--- config.mk ---
export PLATFORM = sky130hd
export DESIGN_NAME = seq_divider_8
export DESIGN_NICKNAME = d
export VERILOG_FILES = /design/src/rtl/seq_divider_8.sv
export SDC_FILE = /design/constraint.sdc
export NUM_CORES = 1
export LEC_CHECK = 0
export ABC_AREA = 1
export BUFFER_PORTS_ARGS = -buffer_cell sky130_fd_sc_hd__buf_2
export CORE_MARGIN = 1.5
export CORE_UTILIZATION = 40
export CTS_CLUSTER_SIZE = 14
export DETAILED_ROUTE_END_ITERATION = 10
export GPL_TIMING_DRIVEN = 0
export PLACE_DENSITY = 0.65
export SLEW_MARGIN = 20
export SYNTH_ARGS = -nofsm -noshare
export SYNTH_HDL_FRONTEND = slang
export SYNTH_SLANG_ARGS = --single-unit
export TNS_END_PERCENT = 20
--- constraint.sdc ---
create_clock -name i_w_clk -period 1.4 [get_ports i_w_clk]
set_input_delay 0.14 -clock i_w_clk [delete_from_list [all_inputs] [get_ports i_w_clk]]
set_output_delay 0.14 -clock i_w_clk [all_outputs]
set_load 0.03 [all_outputs]
--- src/rtl/seq_divider_8.sv ---
// Multi-cycle unsigned restoring divider, one quotient bit per clock, driving an external subtractor.
// Define SEQ_DIVIDER_INTERNAL_SUB_EN to compute the trial subtraction internally instead.
module seq_divider_8 #(
  parameter int unsigned WIDTH = 8
) (
  input  logic             i_w_clk,
  input  logic             i_w_reset,
  input  logic             i_w_start,
  input  logic [WIDTH-1:0] i_w_dividend,
  input  logic [WIDTH-1:0] i_w_divisor,
  output logic             o_w_busy,
  output logic             o_w_done,
  output logic [WIDTH-1:0] o_w_quotient,
  output logic [WIDTH-1:0] o_w_remainder,
  output logic             o_w_div_by_zero,
  output logic [WIDTH-1:0] o_w_sub_a,
  output logic [WIDTH-1:0] o_w_sub_b,
  output logic             o_w_sub_borrow_in,
  input  logic [WIDTH-1:0] i_w_sub_diff,
  input  logic             i_w_sub_carry
);

  localparam int unsigned CW = $clog2(WIDTH + 1);

  typedef enum logic [1:0] {IDLE, RUN, DONE} state_t;

  state_t           state, state_next;
  logic [WIDTH-1:0] r, q, d;
  logic [CW-1:0]    cnt;
  logic [WIDTH-1:0] shifted, diff, r_next, q_next;
  logic             no_borrow;

  // R stays below 2^(WIDTH-1) before every shift, so the shifted value fits WIDTH bits.
  assign shifted = {r[WIDTH-2:0], q[WIDTH-1]};

`ifdef SEQ_DIVIDER_INTERNAL_SUB_EN
  logic unused_sub;
  assign unused_sub        = ^{i_w_sub_diff, i_w_sub_carry};
  assign diff              = shifted - d;
  assign no_borrow         = (shifted >= d);
  assign o_w_sub_a         = '0;
  assign o_w_sub_b         = '0;
`else
  assign diff              = i_w_sub_diff;
  assign no_borrow         = i_w_sub_carry;
  assign o_w_sub_a         = (state == RUN) ? shifted : '0;
  assign o_w_sub_b         = d;
`endif
  assign o_w_sub_borrow_in = 1'b0;

  assign r_next   = no_borrow ? diff : shifted;
  assign q_next   = {q[WIDTH-2:0], no_borrow};
  assign o_w_busy = (state != IDLE);
  assign o_w_done = (state == DONE);

  always_ff @(posedge i_w_clk or posedge i_w_reset) begin
    if (i_w_reset) state <= IDLE;
    else           state <= state_next;
  end

  always_comb begin
    state_next = state;
    case (state)
      IDLE:    if (i_w_start) state_next = (i_w_divisor != '0) ? RUN : DONE;
      RUN:     if (cnt == CW'(1)) state_next = DONE;
      DONE:    state_next = IDLE;
      default: state_next = IDLE;
    endcase
  end

  always_ff @(posedge i_w_clk or posedge i_w_reset) begin
    if (i_w_reset) begin
      r               <= '0;
      q               <= '0;
      d               <= '0;
      cnt             <= '0;
      o_w_quotient    <= '0;
      o_w_remainder   <= '0;
      o_w_div_by_zero <= 1'b0;
    end else begin
      case (state)
        IDLE: begin
          if (i_w_start) begin
            d <= i_w_divisor;
            if (i_w_divisor != '0) begin
              r   <= '0;
              q   <= i_w_dividend;
              cnt <= CW'(WIDTH);
            end else begin
              o_w_quotient    <= '1;
              o_w_remainder   <= i_w_dividend;
              o_w_div_by_zero <= 1'b1;
            end
          end
        end
        RUN: begin
          r   <= r_next;
          q   <= q_next;
          cnt <= cnt - CW'(1);
          if (cnt == CW'(1)) begin
            o_w_quotient    <= q_next;
            o_w_remainder   <= r_next;
            o_w_div_by_zero <= 1'b0;
          end
        end
        default: ;
      endcase
    end
  end

endmodule

==> results of run 1 <==
[per-layer routing]
layer	vias up	GRT usage, %	routed length [um]
li1	1054	-	-
met1	1029	24.1	2490
met2	58	31.0	2980
met3	6	2.56	290
met4	0	5.36	65
met5	-	0	0
[report_power, final]
part | switching (mW) | internal, mW | leakage (nW)
clock | 0.445 | 0.397 | 0.0472
sequential | 0.349 | 1.96 | 0.567
combinational | 2.95 | 1.72 | 1.07
[worst max-delay path: stages, from the launching register on]
cell,delay (ns)
dfrtp_2,0.44
nor2_4,0.19
inv_6,0.09
nor2_1,0.09
buf_2,0.20
[final cells by class]
cell class	count	area [um^2]	share of cell area, %
Sequential cell	46	1150	37.6
Clock buffer	6	82.6	2.69
Buffer	10	83.8	2.73
Clock inverter	2	12.5	0.408
Inverter	24	97.6	3.18
Multi-Input combinational cell	204	1050	34.1
Tap cell	72	90.1	2.94
Timing Repair Buffer	77	503	16.4
[cells by family (layout without fill, tap and decap cells)]
group | after synthesis | in the layout | synth area share (%)
mux | 8 | 8 | 3.94
flops | 46 | 46 | 50.3
compound gates | 21 | 21 | 5.42
other cells | 1 | 1 | 0.164
simple gates | 172 | 172 | 31.4
buf+inv | 35 | 119 | 7.66
fa+ha+maj | 2 | 2 | 1.09
[flip-flops by register name (all words and copies together) (netlist names)]
name / cells
o_w_div_by_zero: 1
state: 2
cnt: 4
o_w_quotient: 8
q: 8
r: 7
o_w_sub_b: 8
o_w_remainder: 8
[path summary, 6_finish.rpt]
kind	startpoint	to	slack, ns	cells after the start
min in group asynchronous	i_w_reset	o_w_remainder[6]	0.38	3
max in group asynchronous	i_w_reset	state[1]	0.52	4
min	i_w_divisor[7]	o_w_sub_b[7]	0.09	2
min reg2reg	o_w_remainder[4]	o_w_remainder[4]	0.47	2
max reg2reg	state[1]	o_w_remainder[5]	0.01	8
max	state[1]	o_w_sub_a[3]	-0.04	4
[cell usage after synthesis]
master / number / area, um^2
buf_6: 3 / 33.8
buf_4: 5 / 37.5
conb_1: 1 / 3.75
inv_2: 3 / 11.3
nor2_2: 2 / 12.5
nand2_1: 121 / 454
nand3_1: 27 / 135
o21ai_2: 2 / 17.5
buf_2: 2 / 10.0
nor2_4: 1 / 11.3
nand3b_1: 1 / 7.51
nand2_4: 2 / 22.5
a21oi_1: 1 / 5.00
ha_1: 2 / 25.0
dfrtp_1: 46 / 1150
clkbuf_1: 1 / 3.75
inv_1: 21 / 78.8
a21oi_4: 1 / 16.3
o21ai_0: 11 / 55.1
nor2_1: 15 / 56.3
o21ai_1: 6 / 30.0
or2_0: 2 / 12.5
nand2_2: 1 / 6.26
mux2_2: 8 / 90.1
[through the flow]
step	setup TNS [ns]	area [um^2]
2_1_floorplan	0	2290
3_3_place_gp	-23.16	2680
3_5_place_dp	-1.41	2700
4_1_cts	-0.617	2870
5_1_grt	-1.46	3070
6_report	-0.143	3070
[placed cells by master (no fill, tap or decap)]
| master | count |
|---|---|
| nand2_1 | 111 |
| buf_2 | 55 |
| dfrtp_1 | 45 |
| nand3_1 | 27 |
| buf_4 | 20 |
| inv_1 | 19 |
| nor2_1 | 10 |
| o21ai_0 | 10 |
| nand2_2 | 9 |
| mux2_2 | 8 |
| nor2_2 | 6 |
| buf_6 | 6 |
| o21ai_1 | 6 |
| clkbuf_8 | 6 |
| nand2_4 | 3 |
| inv_2 | 3 |
| nor2_4 | 2 |
| o21ai_2 | 2 |
| or2_0 | 2 |
| buf_12 | 2 |
| o21ai_4 | 1 |
| inv_4 | 1 |
| nand2_8 | 1 |
| inv_6 | 1 |
| clkbuf_1 | 1 |
| a21oi_4 | 1 |
| buf_8 | 1 |
| a21oi_1 | 1 |
| nand3b_1 | 1 |
| ha_1 | 1 |
| ha_4 | 1 |
| conb_1 | 1 |
| clkinvlp_4 | 1 |
| clkinv_2 | 1 |
| clkbuf_16 | 1 |
| dlygate4sd3_1 | 1 |
| dfrtp_2 | 1 |
[repair_timing]
item | CTS | global route
cloned | 0 | 1
endpoints found under the hold margin | 18 | 0
buffers inserted | 5 | 8
pin swaps | 2 | 4
setup endpoints to repair | 22 | 39
hold buffers | 1 | 0
resized for setup | 11 | 33
==> out/qor.csv, run 1 <==
metric;value;unit
status;complete, but fails checks;
violations;negative setup slack;
grt_max_degree;29;
period_share;103;%
start_util;41.5;%
rsz0062_at_grt;true;
fin_worst_skew;0.00471;ns
hold-worst-slack;0.0912;ns
leakagePower;1.68;nW
max-vdd-ir-drop;1.12;mV
cts.clk_slew.worst_paths;0.08;ns
clock_latency;0.29;ns
antenna_found_initial;0;
synth-seq-cells;46;
grt_use_total;18.2;%
synth_cell_types;24;
max_freq;0.694;GHz
yosysWarnings;0;
hp-class;input pin to flop;
wl;5820;um
total_power;7.81;mW
crit_path_start_kind;flop;
place_ws;-0.134;ns
drv_slew;0;
portBuffers;61;
wl_per_cell;13.2;um
core;5510;um^2
dpl.hpwl;3940;um
drt_first_pass_iters;4;
vias;2147;
end_kind;output port;
p_per_area;2550;nW/um^2
drt-initial-drc-count;115;
instances_no_fill;441;
htree_num_levels;2;
crit_path_max_fanout;15;
grt_pass1_wl;8830;um
synth_area;2290;um^2
crit_arrival;1.30;ns
final_util;55.7;%
gp_congestion;0.857;
ant_nets;0;
areaGrowthSynthToFinish;34.1;%
dieArea;6180;um^2
finalCriticalPeriod;1.44;ns
cts_made_buffers;5;
worstSetupPathType;flop to output port;
first_global_vias;1926;
die_width;78.6;um
nets;398;
num_antenna_cells;0;
postSynthAreaPerCell;8.03;um^2
num_io_pins;64;
fillerInstances;525;
cts_tree;yes;
synthCells;285;
ys_seq_area_share;50.3;%
cts-root-buf;clkbuf_8;
grt_overflow_total;0;
rows;27;
layout-drive-gt1-share;36.0;%
dp_cells;419;
drv_cap;0;
setup-violations-final;8;
worstPathRequired;1.26;ns
cts_buffer_depth;2;
synth_fp_nets;315;
routed_via_density;4.87;
finalHoldViolCount;0;
layout_setup_ws;-0.0413;ns
drc;0;
die_h;78.6;um
cts_sinks;46;
Note: power is estimated with default switching activity, not from simulation.
==> run 2: changes to the inputs <==
PLACE_DENSITY = 0.75   (was 0.65)
SKIP_CTS_REPAIR_TIMING = 1   (was not set)
==> run 2 against run 1 <==
Net effect: the flow still finishes with violations (negative setup slack); highest routed layer unchanged; sequential power hardly changed; clock power is 2.7% lower; critical path type unchanged; power is 1.1% higher; setup slack worse by 0.085 ns; register-to-register slack worse by 0.12 ns; non-clock buffer count stayed put; clock-buffer cell count is 1 lower; critical endpoint is now o_w_sub_a[7]; core utilization is 0.41 points higher.
==> out/qor.csv, run 2 (synthesis gave the netlist of run 1 again) <==
metric;value;unit;change
p_per_area;2550;nW/um^2;+0.31%
drv_slew;0;;unchanged
dp_cells;419;;unchanged
dieArea;6180;um^2;unchanged
fin_worst_skew;0.0112;ns;+0.00649 ns
final_area;3090;um^2;+0.73%
nets;398;;unchanged
instances_no_fill;441;;unchanged
violations;negative setup slack;;
cp_cell_sequence;inv_2, nor2_4, inv_4, buf_12, nor2_2, buf_6;;
rsz0062_at_grt;true;;
wl;5450;um;-6.4%
clkPwrFrac;10.4;%;-0.4 points
power_switching;3.75;mW;+0.30%
htree_num_levels;2;;unchanged
portBuffers;61;;unchanged
fillerInstances;484;;-7.8%
leakagePower;1.67;nW;-0.65%
power.internal;4.15;mW;+1.7%
antenna_found_initial;0;;unchanged
place_ws;-0.165;ns;-0.0309 ns
clock_latency;0.31;ns;+0.02 ns
crit_arrival;1.39;ns;+0.09 ns
wl_per_cell;12.4;um;-6.4%
end_kind;output port;;
dpl.hpwl;4000;um;+1.6%
finalHoldViolCount;0;;unchanged
p_comb_share;60.3;%;+0.6 points
layout-drive-gt1-share;36.0;%;unchanged
core;5510;um^2;unchanged
vias;2096;;-2.4%
p_sw_share;47.5;%;-0.35 points
period_share;109;%;+6.1 points
postPlaceCellArea;2700;um^2;unchanged
r2r_setup_slack;-0.11;ns;-0.12 ns
total_power;7.90;mW;+1.1%
ant_nets;0;;unchanged
finalCriticalPeriod;1.53;ns;+0.0854 ns
layout_setup_ws;-0.127;ns;-0.0854 ns
final_cell_mix;nand2_1, buf_2, dfrtp_1;;
first_global_vias;1922;;-0.21%
max_freq;0.655;GHz;-5.6%
grt_pass1_wl;8650;um;-2.1%
num_antenna_cells;0;;unchanged
cts_buffer_depth;2;;unchanged
crit_path_start_kind;flop;;
cts-root-buf;clkbuf_8;;
routed_via_density;4.75;;-2.4%
setup-violations-final;36;;+28
crit_path_max_fanout;9;;-6
drt-initial-drc-count;123;;+7.0%
max_stage_delay;0.42;ns;-0.02 ns
cts_sinks;46;;unchanged
worstSetupPathType;flop to output port;;
drv_cap;0;;unchanged
final_util;56.1;%;+0.41 points
worstPathRequired;1.26;ns;about the same
die_width;78.6;um;unchanged
start_util;41.5;%;unchanged
areaGrowthSynthToFinish;35.1;%;
hold-worst-slack;0.0852;ns;-0.00595 ns
cts_made_buffers;5;;unchanged
cts_tree;yes;;
cts.clk_slew.worst_paths;0.08;ns;about the same
hp-class;input pin to flop;;
fin_setup_tns;-2.46;ns;-2.32 ns
die_h;78.6;um;unchanged
num_io_pins;64;;unchanged
gp_congestion;0.884;;+3.2%
grt_use_total;18.0;%;-0.20 points
max-vdd-ir-drop;0.774;mV;-31%
drc;0;;unchanged
final_common_cell;nand2_1;;
rows;27;;unchanged
power_frac_seq;29.3;%;-0.2 points
grt_max_degree;29;;unchanged
status;complete, but fails checks;;
grt_overflow_total;0;;unchanged
drt_first_pass_iters;4;;unchanged
cp_slowest_cell;dfrtp_1;;
run 2: cell count changes in the layout (fill, tap and decap cells not counted), moves of 2 or more:
cell	change
buf_4	-5
nand2_1	+2
nor2_1	-4
nor2_4	+5
buf_6	+5
run 2: worst paths after layout:
check	from	endpoint	depth (start not counted)
setup / recovery	state[0]	o_w_sub_a[7]	6
max in group asynchronous	i_w_reset	o_w_quotient[5]	4
hold / removal	i_w_divisor[2]	o_w_sub_b[2]	2
min in group asynchronous	i_w_reset	o_w_sub_b[1]	3
hold reg to reg	o_w_remainder[4]	o_w_remainder[4]	2
setup reg to reg	state[0]	o_w_remainder[0]	8
run 2: final cells by class:
| class | instances | area [um^2] | share of cell area (%) |
|---|---|---|---|
| Timing Repair Buffer | 76 | 500 | 16.2 |
| Clock buffer | 5 | 68.8 | 2.23 |
| Clock inverter | 3 | 21.3 | 0.688 |
| Multi-Input combinational cell | 204 | 1050 | 34.0 |
| Tap cell | 72 | 90.1 | 2.91 |
| Inverter | 24 | 92.6 | 3.00 |
| Sequential cell | 46 | 1150 | 37.2 |
| Buffer | 11 | 115 | 3.72 |
run 2: power groups by stage:
| stage | registers (mW) | clock network (mW) | logic (mW) |
|---|---|---|---|
| 3_3_place_gp | 2.29 | 0 | 3.85 |
| 3_5_place_dp | 2.32 | 0 | 3.93 |
| 6_report | 2.31 | 0.819 | 4.76 |
| 4_1_cts | 2.29 | 0.837 | 3.95 |
| 2_1_floorplan | 2.97 | 0 | 2.25 |
| 5_1_grt | 2.39 | 0.883 | 5.22 |
run 2: metal layers:
metal	GRT usage, %	routed length, um
met2	29.7	2830
met4	7.50	113
met5	0	0
met1	22.9	2230
met3	3.72	281
run 2: critical path, delay by kind of cell (launching register included):
family	cells	cell delay (ns)
buffers and inverters	4	0.44
AND/OR/NAND/NOR	2	0.23
flip-flops	1	0.42
==> run 3: changes to the inputs <==
PLACE_DENSITY = 0.73   (was 0.75)
clock period = 1.9 ns   (was 1.4 ns; I/O delays follow)
==> run 3 against run 2 <==
Net effect: the flow now finishes without violations; final cell count down 2.9%; die area unchanged; final area down 8.8%; clock skew down 0.0030 ns; first-iteration DRC count up 48%; combinational power down 39%; highest routed layer unchanged.
==> out/qor.csv, run 3 (synthesis gave the netlist of run 1 again) <==
metric;value;unit;change
status;completed;;
htree_num_levels;2;;unchanged
areaGrowthSynthToFinish;23.2;%;
drv_cap;0;;unchanged
drt-initial-drc-count;182;;+48%
cts-root-buf;clkbuf_8;;
cp_cell_sequence;inv_2, nor2_4, inv_2, buf_2, nor2_1, buf_2;;
cts_tree;yes;;
instances_no_fill;428;;-2.9%
num_antenna_cells;0;;unchanged
ant_nets;0;;unchanged
end_kind;output port;;
cts_made_buffers;5;;unchanged
drt_first_pass_iters;4;;unchanged
fin_setup_tns;0;ns;+2.46 ns
period_share;92.7;%;
layout-drive-gt1-share;28.7;%;-7.4 points
crit_arrival;1.57;ns;+0.18 ns
dpl.hpwl;3890;um;-2.9%
max_stage_delay;0.42;ns;about the same
portBuffers;61;;unchanged
max_freq;0.568;GHz;
cp_slowest_cell;dfrtp_2;;
setup-violations-final;0;;-100%
die_width;78.6;um;unchanged
vias;2032;;-3.1%
wl;5200;um;-4.7%
dieArea;6180;um^2;unchanged
start_util;41.5;%;unchanged
leakagePower;1.58;nW;-5.4%
p_per_area;1860;nW/um^2;-27%
cts_sinks;46;;unchanged
worstPathRequired;1.71;ns;+0.45 ns
worst_slew_pin_slew;0.501;ns;
first_global_vias;1972;;+2.6%
drc;0;;unchanged
slew_headroom;66.6;%;
final_cell_mix;nand2_1, buf_2, dfrtp_1;;
fin_worst_skew;0.00818;ns;-0.00302 ns
gp_congestion;0.861;;-2.6%
finalCriticalPeriod;1.76;ns;
grt_overflow_total;0;;unchanged
r2r_setup_slack;0.32;ns;+0.43 ns
core;5510;um^2;unchanged
crit_path_start_kind;flop;;
final_common_cell;nand2_1;;
grt_max_degree;25;;-14%
rows;27;;unchanged
worstSetupPathType;flop to output port;;
die_h;78.6;um;unchanged
max-vdd-ir-drop;0.606;mV;-22%
grt_pass1_wl;8860;um;+2.5%
dp_cells;419;;unchanged
routed_via_density;4.75;;-0.11%
clock_latency;0.30;ns;about the same
hp-class;input pin to flop;;
grt_use_total;18.6;%;+0.56 points
fillerInstances;531;;+9.7%
num_io_pins;64;;unchanged
drv_slew;0;;unchanged
nets;385;;-3.3%
antenna_found_initial;0;;unchanged
finalHoldViolCount;0;;unchanged
cts_buffer_depth;2;;unchanged
wl_per_cell;12.1;um;-1.8%
cts.clk_slew.worst_paths;0.09;ns;about the same
rsz0062_at_grt;false;;
crit_path_max_fanout;10;;+1
==> run 3: worst paths after layout <==
path	start	to	depth (start not counted)
min in group asynchronous	i_w_reset	o_w_sub_b[1]	3
setup reg to reg	cnt[1]	o_w_remainder[1]	8
hold reg to reg	o_w_remainder[7]	o_w_remainder[7]	2
max in group asynchronous	i_w_reset	o_w_remainder[1]	4
hold / removal	i_w_divisor[2]	o_w_sub_b[2]	2
setup / recovery	state[0]	o_w_sub_a[2]	6
==> run 3: power by group <==
group / internal [mW] / total [mW] / switching (mW)
clock: 0.334 / 0.666 / 0.332
combinational: 0.937 / 2.89 / 1.96
sequential: 1.44 / 1.69 / 0.247
total: 2.71 / 5.25 / 2.53
==> run 3: stage by stage <==
stage / hold slack, ns / area (um^2) / util [%] / setup slack [ns] / total power [mW]
floorplan: 0.335 / 2290 / - / 0.452 / 3.85
global placement: 0.440 / 2680 / 48.7 / 0.00169 / 4.54
detailed placement: 0.254 / 2700 / 49.1 / 0.325 / 4.60
CTS: -0.0706 / 2810 / 51.0 / 0.105 / 5.28
global route: 0.136 / 2820 / 51.2 / 0.0300 / 5.68
finish: 0.131 / 2820 / 51.2 / 0.138 / 5.25
==> run 3: cell type report <==
cell class	instances	area [um^2]	area share, %
buffer	11	85.1	3.02
clock buffer	7	96.3	3.42
clock inverter	1	8.76	0.311
inverter	24	90.1	3.20
multi-input combinational	204	961	34.1
sequential	46	1150	40.9
tap	72	90.1	3.20
timing repair buffer	63	335	11.9
==> run 3: worst max-delay path, delay by kind of cell, from the launching register on <==
kind                   cells  cell delay [ns]
buffers and inverters      4             0.60
DFF                        1             0.42
and+or+nand+nor            2             0.26
==> run 3: layer usage <==
layer  global-route usage (%)  part of all wire, %  wire, um  vias to the layer above
met5                        0                    0         0                        -
met4                     6.96                  1.6        83                        0
met3                     3.60                  5.8       300                        8
met2                     32.2                   50      2580                       50
met1                     22.8                   43      2230                      944
li1                         -                    -         -                     1030
